--- config.mk ---
export PLATFORM = sky130hd
export DESIGN_NAME = up_dn_cmd_gen
export DESIGN_NICKNAME = d
export VERILOG_FILES = /design/src/rtl/up_dn_cmd_pkg.sv /design/src/rtl/btn_debounce.sv /design/src/rtl/up_dn_cmd_gen.sv
export SDC_FILE = /design/constraint.sdc
export NUM_CORES = 1
export LEC_CHECK = 0
export CORE_ASPECT_RATIO = 0.8
export CORE_UTILIZATION = 45
export CTS_CLUSTER_SIZE = 14
export DETAILED_ROUTE_END_ITERATION = 6
export PLACE_DENSITY = 0.69
export SLEW_MARGIN = 5
export SYNTH_ARGS = -nofsm -noshare
export SYNTH_HDL_FRONTEND = slang
export SYNTH_SLANG_ARGS = --single-unit
--- constraint.sdc ---
create_clock -name Clk -period 1.31 [get_ports Clk]
set_input_delay 0.1965 -clock Clk [delete_from_list [all_inputs] [get_ports Clk]]
set_output_delay 0.1965 -clock Clk [all_outputs]
set_load 0.02 [all_outputs]
--- src/rtl/up_dn_cmd_pkg.sv ---
// Shared types and constants for the up/down counter command generator.
package up_dn_cmd_pkg;

  localparam int unsigned CNT_W = 5;

  typedef enum logic [1:0] {
    IDLE   = 2'd0,
    DELAY  = 2'd1,
    REPEAT = 2'd2,
    HELD   = 2'd3
  } state_e;

  typedef enum logic {
    DIR_UP = 1'b0,
    DIR_DN = 1'b1
  } dir_e;

  function automatic int unsigned max_u(input int unsigned a, input int unsigned b);
    return (a > b) ? a : b;
  endfunction

endpackage

--- src/rtl/btn_debounce.sv ---
// Two-flop synchroniser followed by a stable-level debouncer for one raw button.
module btn_debounce #(
  parameter int unsigned DEB_CYCLES = 4
) (
  input  logic clk_i,
  input  logic rst_n_i,
  input  logic btn_i,
  output logic deb_o
);

  localparam int unsigned CW = $clog2(DEB_CYCLES + 1);

  logic          sync1_q, sync2_q;
  logic [CW-1:0] cnt_q, cnt_d;
  logic          deb_q, deb_d;

  // Count cycles of disagreement; the level flips once the run is long enough.
  always_comb begin
    cnt_d = '0;
    deb_d = deb_q;
    if (sync2_q != deb_q) begin
      if (cnt_q == CW'(DEB_CYCLES)) begin
        deb_d = ~deb_q;
      end else begin
        cnt_d = cnt_q + CW'(1);
      end
    end
  end

  always_ff @(posedge clk_i or negedge rst_n_i) begin
    if (!rst_n_i) begin
      sync1_q <= 1'b0;
      sync2_q <= 1'b0;
      cnt_q   <= '0;
      deb_q   <= 1'b0;
    end else begin
      sync1_q <= btn_i;
      sync2_q <= sync1_q;
      cnt_q   <= cnt_d;
      deb_q   <= deb_d;
    end
  end

  assign deb_o = deb_q;

endmodule

--- src/rtl/up_dn_cmd_gen.sv ---
// Button-to-command front end for the 5-bit up/down counter.
// Define UP_DN_CMD_REPEAT_EN to build the DELAY/REPEAT auto-repeat path.
module up_dn_cmd_gen
  import up_dn_cmd_pkg::*;
#(
  parameter int unsigned DEB_CYCLES   = 4,
  parameter int unsigned REPEAT_DELAY = 16,
  parameter int unsigned REPEAT_RATE  = 4
) (
  input  logic             Clk,
  input  logic             Rst_n,
  input  logic             Btn_Up,
  input  logic             Btn_Dn,
  input  logic             Btn_Ld,
  input  logic [CNT_W-1:0] Preset,
  input  logic             High,
  input  logic             Low,
  output logic             Up,
  output logic             Down,
  output logic             Load,
  output logic [CNT_W-1:0] IN
);

  logic             deb_up, deb_dn, deb_ld;
  logic             deb_up_q, deb_dn_q, deb_ld_q;
  logic             rise_up, rise_dn, rise_ld;
  logic             act_deb;
  logic             fire;
  dir_e             fire_dir;
  state_e           state_q, state_d;
  dir_e             dir_q, dir_d;
  logic             up_q, up_d, down_q, down_d, load_q, load_d;
  logic [CNT_W-1:0] in_q, in_d;

  btn_debounce #(.DEB_CYCLES(DEB_CYCLES)) u_deb_up (
    .clk_i(Clk), .rst_n_i(Rst_n), .btn_i(Btn_Up), .deb_o(deb_up)
  );
  btn_debounce #(.DEB_CYCLES(DEB_CYCLES)) u_deb_dn (
    .clk_i(Clk), .rst_n_i(Rst_n), .btn_i(Btn_Dn), .deb_o(deb_dn)
  );
  btn_debounce #(.DEB_CYCLES(DEB_CYCLES)) u_deb_ld (
    .clk_i(Clk), .rst_n_i(Rst_n), .btn_i(Btn_Ld), .deb_o(deb_ld)
  );

  assign rise_up = deb_up & ~deb_up_q;
  assign rise_dn = deb_dn & ~deb_dn_q;
  assign rise_ld = deb_ld & ~deb_ld_q;
  assign act_deb = (dir_q == DIR_UP) ? deb_up : deb_dn;

`ifdef UP_DN_CMD_REPEAT_EN
  localparam int unsigned       TMR_MAX    = max_u(REPEAT_DELAY, REPEAT_RATE);
  localparam int unsigned       TMR_W      = $clog2(TMR_MAX);
  localparam logic [TMR_W-1:0]  DELAY_LAST = TMR_W'(REPEAT_DELAY - 1);
  localparam logic [TMR_W-1:0]  RATE_LAST  = TMR_W'(REPEAT_RATE - 1);
  localparam state_e            PRESS_ST   = DELAY;

  logic             opp_deb;
  logic [TMR_W-1:0] timer_q, timer_d;

  assign opp_deb = (dir_q == DIR_UP) ? deb_dn : deb_up;

  always_ff @(posedge Clk or negedge Rst_n) begin
    if (!Rst_n) begin
      timer_q <= '0;
    end else begin
      timer_q <= timer_d;
    end
  end
`else
  localparam state_e PRESS_ST = HELD;

  logic unused_repeat_cfg;
  assign unused_repeat_cfg = ^{REPEAT_DELAY, REPEAT_RATE};
`endif

  // Load preempts the direction FSM; fires are masked at the counter limits.
  always_comb begin
    state_d  = state_q;
    dir_d    = dir_q;
    up_d     = 1'b0;
    down_d   = 1'b0;
    load_d   = 1'b0;
    in_d     = in_q;
    fire     = 1'b0;
    fire_dir = dir_q;
`ifdef UP_DN_CMD_REPEAT_EN
    timer_d  = timer_q;
`endif
    if (rise_ld) begin
      load_d  = 1'b1;
      in_d    = Preset;
      state_d = IDLE;
`ifdef UP_DN_CMD_REPEAT_EN
      timer_d = '0;
`endif
    end else begin
      case (state_q)
        IDLE: begin
`ifdef UP_DN_CMD_REPEAT_EN
          timer_d = '0;
`endif
          if (rise_up && !deb_dn) begin
            fire     = 1'b1;
            fire_dir = DIR_UP;
          end else if (rise_dn && !deb_up) begin
            fire     = 1'b1;
            fire_dir = DIR_DN;
          end
          if (fire) begin
            dir_d   = fire_dir;
            state_d = PRESS_ST;
          end
        end
`ifdef UP_DN_CMD_REPEAT_EN
        DELAY: begin
          if (!act_deb || opp_deb) begin
            state_d = IDLE;
          end else if (timer_q == DELAY_LAST) begin
            fire    = 1'b1;
            state_d = REPEAT;
            timer_d = '0;
          end else begin
            timer_d = timer_q + TMR_W'(1);
          end
        end
        REPEAT: begin
          if (!act_deb || opp_deb) begin
            state_d = IDLE;
          end else if (timer_q == RATE_LAST) begin
            fire    = 1'b1;
            timer_d = '0;
          end else begin
            timer_d = timer_q + TMR_W'(1);
          end
        end
`else
        HELD: begin
          if (!act_deb) begin
            state_d = IDLE;
          end
        end
`endif
        default: state_d = IDLE;
      endcase
    end
    if (fire) begin
      up_d   = (fire_dir == DIR_UP) && !High;
      down_d = (fire_dir == DIR_DN) && !Low;
    end
  end

  always_ff @(posedge Clk or negedge Rst_n) begin
    if (!Rst_n) begin
      deb_up_q <= 1'b0;
      deb_dn_q <= 1'b0;
      deb_ld_q <= 1'b0;
      state_q  <= IDLE;
      dir_q    <= DIR_UP;
      up_q     <= 1'b0;
      down_q   <= 1'b0;
      load_q   <= 1'b0;
      in_q     <= '0;
    end else begin
      deb_up_q <= deb_up;
      deb_dn_q <= deb_dn;
      deb_ld_q <= deb_ld;
      state_q  <= state_d;
      dir_q    <= dir_d;
      up_q     <= up_d;
      down_q   <= down_d;
      load_q   <= load_d;
      in_q     <= in_d;
    end
  end

  assign Up   = up_q;
  assign Down = down_q;
  assign Load = load_q;
  assign IN   = in_q;

endmodule
Word-level counts from Yosys, hierarchy flattened
Cells that the tools add are included.
Cells by class
  equal/unequal tests: 9
  bitwise gates (word level): 11
  reduce and logical (&&, ||, !) cells: 14
  mux-type cells: 24
  add/subtract/negate cells: 3
Operators with widths (count)
  3-bit two-way mux: 6
  1-bit two-way mux: 14
  3-bit by 1-bit adder with 3-bit output (second input constant): 3
  3-bit equality test (second input constant): 3
  1-bit NOT: 8
  2-bit AND reduction: 4
  2-bit two-way mux: 3
  3-bit inequality test (second input constant): 2
  1-bit logical AND: 4
  1-bit logical NOT: 4
  2-bit one-hot mux with 2 select lines: 1
  1-bit bitwise AND: 3
  1-bit inequality test: 3
  3-bit AND reduction: 1
  2-bit equality test (second input constant): 1
  2-bit logical NOT: 1
Storage, ports and cells
  output and inout port bits: 8
  logic and storage cells: 82
  bits of input ports: 12
  flip-flop bits (word level): 32

Depth between registers and ports, before layout
Gate-level depths: netlist (run 1).
  depth in word-level cells: 10
  mapped depth: 5

By module
Synthesis (run 1) repeated with hierarchy kept, for this count alone.
Second synthesis, totals
  cell total of the unflattened synthesis: 88
  area total of the unflattened synthesis: 1219.9 um^2
By module, submodules not included
  btn_debounce: cells an instance 18, area each 240.2 um^2, times used 3
  up_dn_cmd_gen: cells an instance 34, area each 499.2 um^2, times used 1

Worst setup path before layout (run 1)
OpenSTA, ideal clock, no wires.
  kind: flip-flop to flip-flop
  start: register u_deb_ld.deb_q (netlist: u_deb_ld.deb_o)
  end: register up_q (netlist: Up)
  data arrival time: 1.110 ns
  setup slack: 0.105 ns
  stages on the path, launching flop included: 5
  path buffers: 1
  period minus slack after synthesis: 1.205 ns
  required time: 1.215 ns
  cells stage by stage: dfrtp_1 > nor2b_4 > buf_6 > or2_4 > nor4bb_4
Between the ends
  longest elaborated chain between the ends: 5
Ends and longest elaborated chain
  from (decl): line btn_debounce.sv:15  | logic deb_q, deb_d;
  from (signal assigned): line btn_debounce.sv:35  | deb_q <= 1'b0;
  from (signal assigned): line btn_debounce.sv:40  | deb_q <= deb_d;
  1-bit bitwise AND (*): line up_dn_cmd_gen.sv:47  | assign rise_ld = deb_ld & ~deb_ld_q;
  1-bit two-way mux: line up_dn_cmd_gen.sv:89  | if (rise_ld) begin
  1-bit NOT: line up_dn_cmd_gen.sv:147  | up_d = (fire_dir == DIR_UP) && !High;
  1-bit logical AND: line up_dn_cmd_gen.sv:147
  1-bit two-way mux (*): line up_dn_cmd_gen.sv:146  | if (fire) begin
  named net up_d: line up_dn_cmd_gen.sv:32  | logic up_q, up_d, down_q, down_d, load_q, load_d;
  to (signal assigned): line up_dn_cmd_gen.sv:169  | up_q <= up_d;
  to (decl): line up_dn_cmd_gen.sv:32
Mark *: on every way through the listed nets, which the timed path passes. The rest lies on a longest branch.
A chain may end at the register's enable or synchronous reset.

Worst setup path in the final report (run 1)
  start: register in_q[2] (netlist: IN[2])
  end: output IN[2]
RTL lines
  from (decl): line up_dn_cmd_gen.sv:33  | logic [CNT_W-1:0] in_q, in_d;
  from (signal assigned): line up_dn_cmd_gen.sv:172  | in_q <= in_d;
  to (decl): line up_dn_cmd_gen.sv:21  | output logic [CNT_W-1:0] IN
No word-level cell between the ends.

==> summary.txt, run 1 <==
Worst setup path
  – Worst reg-to-reg setup slack: 0.11 ns
  – R2r worst-path depth: 2
  – Worst path required time: 1.11 ns
  – Family with the most delay on the worst path: flip-flops
  – Buf+Inv Stages, Crit Path: 1
  – Crit path DAT: 1.03 ns
  – Critical path class: reg2out
  – Crit start category: flip-flop
  – CP cell instances: dlygate4sd2_1
  – Critical path's slowest cell: dfrtp_1
  – Largest stage delay, worst path: 0.39 ns
  – CP Depth: 1
  – CP Max Fanout: 2
  – Setup crit end kind: primary output

Synthesis
  – Largest family of logic cells by synthesized area: simple AND/OR/NAND/NOR gates
  – Syn Area/Cell: 13.96 um^2
  – Ys async rst share: 1.000
  – Most used DFF post-synth: dfrtp_1
  – Seq/Total Area, Yosys: 0.6244
  – Post-synthesis simple-gate area fraction: 0.1289
  – Synth cell types: 23
  – EDFF count, synth: 0
  – Commonest cells post-synth: dfrtp_1, mux2_2, inv_1
  – Flops & latches, synth: 31
  – Post-synthesis mux area share: 0.09668
  – Adder-cell share of the synthesized area: 0.06042
  – Share of the synthesized area in the top cell type: 0.6244
  – Synthesis Warnings: 0
  – Complex-gate fraction of the synthesized area: 0.03424
  – Synth Area in XOR/XNOR: 0.02115
  – Gate Count Post-Synth: 89
  – Mapped Area: 1242 um^2
  – Most instantiated library cell after synthesis: dfrtp_1
  – Syn Nets: 107
  – Post-synth top area cell: dfrtp_1
  – Ranking of synthesized cells by area: dfrtp_1, mux2_2, ha_1, mux2i_1, nor3b_1

Die
  – Chip height: 49 um
  – Core area: 2522 um^2
  – Ports: 20
  – Initial core utilization: 0.4926
  – Row count: 16
  – Die W: 60.75 um
  – Die area: 2977 um^2

Pwr
  – Switching power: 0.001038 W
  – Internal Power: 0.002062 W
  – Max VDD drop: 0.7887 mV
  – Part of the power in registers: 0.489
  – P_leak: 0.6906 nW
  – Pwr per Cell Area: 2050 nW/um^2
  – Clock network fraction of total power: 0.150
  – Switching Share: 0.3348
  – Combinational power share: 0.361

Clock tree
  – CTS tree: built
  – Hold buffer count at CTS: 0
  – Clock Path Buffers: 2
  – Post-CTS Setup Inserts: 0
  – Num Clock Sinks: 31
  – CTS H-tree depth: 2
  – Clock transition at the registers of the reported paths: 0.08 ns
  – TritonCTS Buffers: 5
  – CTS root buf: clkbuf_4
  – Clk_lat worst skew: 0.31 ns

GRT
  – Overall global routing resource usage: 0.1429
  – Remaining global-route overflow: 0
  – Vias in the first global route: 675
  – Largest net degree at the start of global routing: 32
  – First-pass GRT wire length: 2953 um
  – Initial antenna violation count: 0

Timing
  – Max_slew headroom: 0.7976
  – Endpoints failing setup: 0
  – Setup TNS: 0 ns
  – Min Tclk post-route: 1.222 ns
  – Hold Fails Final Rpt: 0
  – RSZ-0062 raised after global routing: no
  – Slew Limit Fails: 0
  – Tcrit/Tclk final: 0.9327
  – Worst Tran Pin Value: 0.3036 ns
  – Fmax: 818.4 MHz
  – Clock Skew: 0.006173 ns

Finish
  – Layout cells sized above 1: 0.1593
  – Area Growth Syn to Fin: 21.75%
  – Post-layout nets: 132
  – Final Util: 0.5997
  – Antenna diodes: 0

Route
  – DRT Pass-1 Iters: 4
  – DRC violations left: 0
  – Vias per inst: 4.738
  – Initial DRC count: 13
  – Via count: 706
  – Post-DRT Antenna Nets: 0
  – Wire per inst: 11.72 um
  – Detailed Route WL: 1747 um

Job
  – Max_cap viols: 0

Placed design
  – Placer Congestion: 0.7025
  – Post-DP HPWL: 1242 um
  – # port buffers: 19

Worst hold path
  – Type of the worst min-delay path: in2async

Outcome
  – Status: finished, final reports clean
[what timing repair did]
action                                 CTS  global route
setup endpoints to repair                8             0
resized for setup                        8             0
endpoints found under the hold margin    0             0
[metrics by stage]
step                cell area [um^2]  power, W  setup slack [ns]  hold slack, ns  instances
floorplan                       1242  0.002365            0.1047        -0.09909         89
global placement                1481  0.002690            0.1532          0.3326        143
detailed placement              1481  0.002748            0.1064          0.3364        143
CTS                             1513  0.003152           0.05660          0.2387        149
global route                    1513  0.003369          0.008675          0.2347        149
finish                          1513  0.003100           0.08814          0.2373        149
[state kept, by name, summed over array words and instances (netlist names), 3 cells and up]
register        flops
u_deb_ld.cnt_q      3
u_deb_up.cnt_q      3
IN                  5
u_deb_dn.cnt_q      3
[routing by layer]
layer  vias up  wire [um]  part of all wire  GRT usage
met5         -          0                 0          0
met4         0         20             0.011    0.07955
met3         3        137             0.078    0.05836
met2        23        781              0.45     0.2143
met1       332        808              0.46     0.1726
li1        348          -                 -          -
[worst paths after layout]
path | endpoint | startpoint
worst max-delay path | IN[2] | IN[2]$_DFFE_PN0P_
worst min register to register | u_deb_ld.sync2_q$_DFF_PN0_ | u_deb_ld.sync1_q$_DFF_PN0_
min in group Clk | u_deb_ld.sync1_q$_DFF_PN0_ | Btn_Ld
worst max register to register | IN[2]$_DFFE_PN0P_ | u_deb_ld.deb_o$_DFFE_PN0P_
max in group asynchronous | u_deb_up.cnt_q[2]$_DFF_PN0_ | Rst_n
worst min-delay path | u_deb_ld.cnt_q[2]$_DFF_PN0_ | Rst_n
[logic make-up (layout without fill, tap and decap cells)]
family	after synthesis	count (layout)
flip-flops	31	31
AND/OR/NAND/NOR	23	23
multiplexers	11	11
buffers and inverters	9	33
adder cells (fa/ha/maj)	6	6
AO/OA/AOI/OAI	6	6
XOR/XNOR	3	3
[area by class of cell]
cell class              count  area (um^2)
inverters                   7        26.28
clock buffers               6        41.29
well taps                  36        45.04
multi-input cells          49        424.2
flip-flops and latches     31        775.7
repair buffers             20        200.2
fillers                   205         1010
[layout by cell type (no fill, tap or decap)]
cell	instances
inv_1	7
nor2_1	6
nor3_1	1
nor4bb_4	1
nand2_1	3
mux2_2	8
o41ai_1	1
clkbuf_1	1
dlygate4sd2_1	8
ha_1	6
clkbuf_4	5
nor2b_4	1
buf_12	1
nor2b_1	2
or2_4	1
dfrtp_1	31
a21oi_1	2
a211oi_1	2
mux2i_1	3
nor3b_1	4
xnor2_1	3
clkdlybuf4s50_1	11
nor4_2	1
a2bb2oi_1	1
and2_1	2
nand2b_1	1
[worst reg2reg max path, cell delays in order (launching register included)]
cell and delay, ns:
dfrtp_1 0.41, nor2b_4 0.31, mux2_2 0.38
[power groups by stage]
stage | Combinational, W | Clock, W | Sequential (W)
floorplan | 0.000758 | 0 | 0.00161
global placement | 0.00116 | 0 | 0.00153
detailed placement | 0.00120 | 0 | 0.00155
CTS | 0.00114 | 0.000495 | 0.00152
global route | 0.00126 | 0.000546 | 0.00156
finish | 0.00112 | 0.000464 | 0.00152
Note: power is estimated with default switching activity, not from simulation.
==> run 2, diff against run 1 <==
Settings changed: CORE_UTILIZATION 45 to 51, PLACE_DENSITY 0.69 to 0.77, SYNTH_HIERARCHICAL from default to 1.
==> run 2 against run 1 <==
Against the previous run:
- the flow now finishes with violations (design-rule violations)
- final cell count fell by 4.7%
- flip-flop and latch count did not move
- critical path depth did not move
- first-iteration DRC count fell by 31%
- combinational power fell by 4%
- sequential power fell by 3%
- critical path type unchanged
- largest cell class unchanged
- highest routed layer unchanged
==> summary.txt, run 2 <==
Placed design
  – Post-DP HPWL: 1251 um (+0.73%)
  – Placement Setup Slack: 0.07337 ns (-0.03301 ns)
  – Placer Congestion: 0.7305 (+4.0%)
  – # port buffers: 19 (unchanged)

Synthesis
  – Syn Nets: 106 (-0.93%)
  – Mapped Area: 1220 um^2 (-1.8%)
  – Flops & latches, synth: 31 (unchanged)
  – Ranking of synthesized cells by area: dfrtp_1, mux2_2, ha_1, inv_1, nor3b_1
  – Gate Count Post-Synth: 88 (-1.1%)
  – Share of the synthesized area in the top cell type: 0.6359 (+0.01153)
  – Commonest cells post-synth: dfrtp_1, inv_1, mux2_2
  – Most instantiated library cell after synthesis: dfrtp_1
  – Most used DFF post-synth: dfrtp_1
  – EDFF count, synth: 0 (unchanged)
  – Synth cell types: 21 (-8.7%)
  – Ys async rst share: 1.000 (unchanged)
  – Synthesis Warnings: 6 (+6)
  – Syn Area/Cell: 13.86 um^2 (-0.70%)
  – Seq/Total Area, Yosys: 0.6359 (+0.01153)
  – Post-synth top area cell: dfrtp_1

GRT
  – Remaining global-route overflow: 0 (unchanged)
  – First-pass GRT wire length: 3111 um (+5.4%)
  – Largest net degree at the start of global routing: 32 (unchanged)
  – Vias in the first global route: 744 (+10%)
  – Initial antenna violation count: 0 (unchanged)
  – Overall global routing resource usage: 0.1707 (+0.02781)

Route
  – Wire per inst: 12.42 um (+5.9%)
  – Detailed Route WL: 1763 um (+0.92%)
  – DRT Pass-1 Iters: 6 (+2)
  – Post-DRT Antenna Nets: 0 (unchanged)
  – DRC violations left: 2 (+2)
  – Via count: 731 (+3.5%)
  – Vias per inst: 5.148 (+8.6%)
  – Initial DRC count: 9 (-4)

Outcome
  – Failing checks: design-rule violations
  – Status: finished, violations left

Die
  – Initial core utilization: 0.5508 (+0.05829)
  – Ports: 20 (unchanged)
  – Chip height: 45.75 um (-6.6%)
  – Core area: 2215 um^2 (-12%)
  – Die W: 56.68 um (-6.7%)
  – Row count: 15 (-1)
  – Die area: 2593 um^2 (-13%)

Timing
  – Slew Limit Fails: 0 (unchanged)
  – Fmax: 808.8 MHz (-1.2%)
  – Setup ws final: 0.07363 ns (-0.01451 ns)
  – Worst Tran Pin Value: 0.2727 ns (-0.03087 ns)
  – Setup TNS: 0 ns (unchanged)
  – Max_slew headroom: 0.8169 (+0.01927)
  – Clock Skew: 0.01191 ns (+0.005740 ns)
  – Hold Fails Final Rpt: 0 (unchanged)
  – Tcrit/Tclk final: 0.9438 (+0.01108)
  – Endpoints failing setup: 0 (unchanged)
  – RSZ-0062 raised after global routing: no
  – Min Tclk post-route: 1.236 ns (+0.01451 ns)

Clock tree
  – TritonCTS Buffers: 5 (unchanged)
  – Clock transition at the registers of the reported paths: 0.10 ns (+0.02 ns)
  – Post-CTS Setup Inserts: 0 (unchanged)
  – CTS tree: built
  – Hold buffer count at CTS: 0 (unchanged)
  – Num Clock Sinks: 31 (unchanged)
  – CTS H-tree depth: 2 (unchanged)
  – CTS root buf: clkbuf_4
  – Post-CTS resize count: 8 (unchanged)
  – Clk_lat worst skew: 0.32 ns (about the same)
  – Clock Path Buffers: 2 (unchanged)

Worst setup path
  – Largest stage delay, worst path: 0.40 ns (about the same)
  – Crit start category: flip-flop
  – Crit path DAT: 1.04 ns (about the same)
  – Critical path class: reg2out
  – Worst path required time: 1.11 ns (about the same)
  – CP cell instances: dlygate4sd2_1
  – Setup crit end kind: primary output
  – Critical path's slowest cell: dfrtp_1
  – Buf+Inv Stages, Crit Path: 1 (unchanged)
  – Family with the most delay on the worst path: flip-flops
  – CP Max Fanout: 2 (unchanged)

Job
  – Max_cap viols: 0 (unchanged)

Pwr
  – Power, Total: 0.003174 W (+2.4%)
  – P_leak: 0.7013 nW (+1.6%)
  – Pwr per Cell Area: 2083 nW/um^2 (+1.6%)
  – Max VDD drop: 1.166 mV (+48%)

Finish
  – Number of flip-flops under the largest register name: 5 (unchanged)
  – Area Growth Syn to Fin: 24.92%
  – Layout cells sized above 1: 0.1709 (+0.01165)
  – Commonest non-fill, non-tap cell in the layout: dfrtp_1
  – Antenna diodes: 0 (unchanged)
  – Post-layout nets: 134 (+1.5%)
  – Most frequent cells in the layout: dfrtp_1, clkdlybuf4s50_1, inv_1, mux2_2, dlygate4sd2_1

Worst hold path
  – Type of the worst min-delay path: in2async
run 2: cell count changes in the layout (fill, tap and decap cells not counted), sizes merged, moves of 2 or more:
cell and change:
and2 -2, or3b +3, clkbuf +2, mux2i -2
buf +2, nor2 -5, nand2b +3
run 2: cell type report:
| cell class | count | area, um^2 |
|---|---|---|
| sequential | 31 | 775.7 |
| fill | 174 | 690.7 |
| multi-input combinational | 48 | 402.9 |
| timing repair buffer | 22 | 215.2 |
| clock buffer | 8 | 68.82 |
| tap | 25 | 31.28 |
| inverter | 8 | 30.03 |
run 2: power breakdown:
group          internal, W  switching [W]  total (W)
clock network     0.000316       0.000306   0.000622
logic             0.000562       0.000509    0.00107
registers          0.00127       0.000208    0.00148
total              0.00215        0.00102    0.00317
run 2: logic make-up (layout without fill, tap and decap cells):
family,Yosys count,after routing,share of synthesized area
AO/OA/AOI/OAI,7,7,0.03692
buffers and inverters,9,38,0.03385
adder cells (fa/ha/maj),6,6,0.06154
AND/OR/NAND/NOR,23,23,0.1282
XOR/XNOR,3,3,0.02154
flip-flops,31,31,0.6359
multiplexers,9,9,0.08205
run 2: final timing paths:
| check | cells past startpoint | start | to | slack, ns |
|---|---|---|---|---|
| worst max-delay path | 1 | IN[2]$_DFFE_PN0P_ | IN[2] | 0.07 |
| min in group Clk | 1 | Btn_Up | u_deb_up/sync1_q$_DFF_PN0_ | 0.32 |
| worst max register to register | 3 | u_deb_ld/deb_o$_DFFE_PN0P_ | dir_q$_DFFE_PN0P_ | 0.08 |
| worst min register to register | 0 | u_deb_dn/sync1_q$_DFF_PN0_ | u_deb_dn/sync2_q$_DFF_PN0_ | 0.35 |
| max in group asynchronous | 2 | Rst_n | u_deb_up/sync2_q$_DFF_PN0_ | 0.91 |
| worst min-delay path | 2 | Rst_n | u_deb_dn/cnt_q[1]$_DFF_PN0_ | 0.23 |
run 2: routing by layer:
layer / GRT usage / wire length, um / up-vias
li1: - / - / 353
met1: 0.1959 / 753 / 354
met2: 0.2881 / 881 / 20
met3: 0.06250 / 100 / 4
met4: 0.09000 / 28 / 0
met5: 0 / 0 / -
run 2: per-stage QoR:
stage	instance area (um^2)	util	cells	hold slack, ns
floorplan	1220	-	88	-0.09909
global placement	1465	0.6616	134	0.3332
detailed placement	1465	0.6616	134	0.3379
CTS	1524	0.6881	142	0.2288
global route	1524	0.6881	142	0.2398
finish	1524	0.6881	142	0.2277
==> run 3, diff against run 2 <==
Settings changed: CORE_ASPECT_RATIO 0.8 to default.
==> run 3 against run 2 <==
Against the previous run:
- the flow now finishes without violations
- die area about the same
- flip-flop and latch count unchanged
- utilization decreased by 0.97 points
- wire length increased by 0.40%
- hold slack got worse by 0.0023 ns
- first-iteration DRC count decreased by 22%
- total power decreased by 2.1%
- critical path type unchanged
- critical endpoint is now IN[4]
==> summary.txt, run 3 (synthesized netlist as in run 2, its figures left out) <==
Outcome
  – Status: finished, final reports clean

Clock tree
  – Clk_lat worst skew: 0.32 ns (about the same)
  – TritonCTS Buffers: 5 (unchanged)
  – CTS H-tree depth: 2 (unchanged)
  – Clock Path Buffers: 2 (unchanged)
  – Clock transition at the registers of the reported paths: 0.10 ns (about the same)
  – CTS root buf: clkbuf_4
  – CTS tree: built
  – Num Clock Sinks: 31 (unchanged)
  – Post-CTS Setup Inserts: 0 (unchanged)

Timing
  – Setup TNS: 0 ns (unchanged)
  – Hold Fails Final Rpt: 0 (unchanged)
  – Fmax: 809.1 MHz (about the same)
  – Worst Tran Pin Value: 0.2596 ns (-0.01310 ns)
  – Clock Skew: 0.01335 ns (+0.001440 ns)
  – Slew Limit Fails: 0 (unchanged)
  – Worst hold slack: 0.2254 ns (-0.002305 ns)
  – Endpoints failing setup: 0 (unchanged)
  – Tcrit/Tclk final: 0.9434 (about the same)
  – RSZ-0062 raised after global routing: no
  – Max_slew headroom: 0.8257 (+0.008797)
  – Min Tclk post-route: 1.236 ns (-0.0004938 ns)

Finish
  – Commonest non-fill, non-tap cell in the layout: dfrtp_1
  – Layout cells sized above 1: 0.1724 (+0.001474)
  – Number of flip-flops under the largest register name: 5 (unchanged)
  – Post-layout nets: 134 (unchanged)
  – Antenna diodes: 0 (unchanged)
  – Area Growth Syn to Fin: 24.20%
  – Most frequent cells in the layout: dfrtp_1, clkdlybuf4s50_1, inv_1, mux2_2, dlygate4sd2_1

Route
  – DRT Pass-1 Iters: 2 (-4)
  – Vias per inst: 5.035 (-2.2%)
  – Initial DRC count: 7 (-2)
  – Wire per inst: 12.29 um (-1.0%)
  – DRC violations left: 0 (-2)
  – Detailed Route WL: 1770 um (+0.40%)
  – Via count: 725 (-0.82%)
  – Post-DRT Antenna Nets: 0 (unchanged)

Worst setup path
  – Start point of the critical path: IN[4]$_DFFE_PN0P_
  – Largest stage delay, worst path: 0.40 ns (about the same)
  – Crit start category: flip-flop
  – Buf+Inv Stages, Crit Path: 1 (unchanged)
  – Crit path DAT: 1.04 ns (about the same)
  – Critical path's slowest cell: dfrtp_1
  – CP Max Fanout: 2 (unchanged)
  – Worst path required time: 1.11 ns (about the same)
  – Worst reg2reg startpoint: u_deb_up/cnt_q[0]$_DFF_PN0_
  – Setup crit end kind: primary output
  – CP cell instances: dlygate4sd2_1
  – Worst reg-to-reg setup slack: 0.08 ns (about the same)
  – Critical path class: reg2out
  – Family with the most delay on the worst path: flip-flops

Pwr
  – Max VDD drop: 1.306 mV (+12%)
  – P_leak: 0.6968 nW (-0.64%)
  – Pwr per Cell Area: 2050 nW/um^2 (-1.6%)

Worst hold path
  – Type of the worst min-delay path: in2async

Placed design
  – Placer Congestion: 0.6751 (-7.6%)
  – # port buffers: 19 (unchanged)
  – Post-DP HPWL: 1260 um (+0.74%)

Die
  – Die area: 2592 um^2 (about the same)
  – Ports: 20 (unchanged)
  – Row count: 17 (+2)
  – Initial core utilization: 0.5462 (-0.004629)
  – Core area: 2233 um^2 (+0.85%)
  – Die W: 50.91 um (-10%)
  – Chip height: 50.91 um (+11%)

Job
  – Max_cap viols: 0 (unchanged)

GRT
  – Vias in the first global route: 729 (-2.0%)
  – First-pass GRT wire length: 3208 um (+3.1%)
  – Overall global routing resource usage: 0.1791 (+0.008309)
  – Remaining global-route overflow: 0 (unchanged)
  – Initial antenna violation count: 0 (unchanged)
  – Largest net degree at the start of global routing: 32 (unchanged)
-- run 3: changes by cell type in the layout (fill, tap and decap cells not counted), sizes merged --
cell / delta
clkbuf: -2
clkinv: +1
-- run 3: metal layers --
layer / vias to the layer above / part of all wire / global-route usage
li1: 352 / - / -
met1: 345 / 0.44 / 0.2093
met2: 23 / 0.47 / 0.2697
met3: 5 / 0.075 / 0.07738
met4: 0 / 0.014 / 0.1111
met5: - / 0 / 0
-- run 3: repair_timing --
action | in CTS | in global routing
resized for setup | 8 | 0
endpoints found under the setup margin | 8 | 0
hold buffers | 0 | 0
-- run 3: cell type report --
cell class                 instances  area [um^2]
multi-input combinational         48        402.9
sequential                        31        775.7
clock inverter                     1        5.005
timing repair buffer              22        215.2
clock buffer                       6        51.30
tap                               28        35.03
inverter                           8        30.03
fill                             167        718.2
-- run 3: metrics by stage --
| step | setup slack, ns | instance area, um^2 | util | cells | total power, W |
|---|---|---|---|---|---|
| after global routing | 0.02994 | 1515 | 0.6784 | 144 | 0.003359 |
| after CTS | 0.05077 | 1515 | 0.6784 | 144 | 0.003157 |
| final | 0.07412 | 1515 | 0.6784 | 144 | 0.003106 |
| after floorplan | 0.004996 | 1220 | - | 88 | 0.002238 |
| after detailed placement | 0.08772 | 1469 | 0.6577 | 137 | 0.002676 |
| after global placement | 0.1159 | 1469 | 0.6577 | 137 | 0.002601 |
-- run 3: where the power goes --
part           total (W)  switching, W  leakage, nW  internal, W
Clock           0.000536      0.000288       0.0341     0.000248
Sequential       0.00148      0.000206        0.389      0.00127
Combinational    0.00109      0.000525        0.273     0.000565
Total            0.00311       0.00102        0.697      0.00209
-- run 3: final timing paths --
check,endpoint,cells past startpoint
max reg2reg,u_deb_up/cnt_q[2]$_DFF_PN0_,3
min reg2reg,u_deb_dn/sync2_q$_DFF_PN0_,0
min,Down$_DFF_PN0_,2
min in group Clk,u_deb_up/sync1_q$_DFF_PN0_,1
max,IN[4],1
max in group asynchronous,u_deb_dn/cnt_q[0]$_DFF_PN0_,2
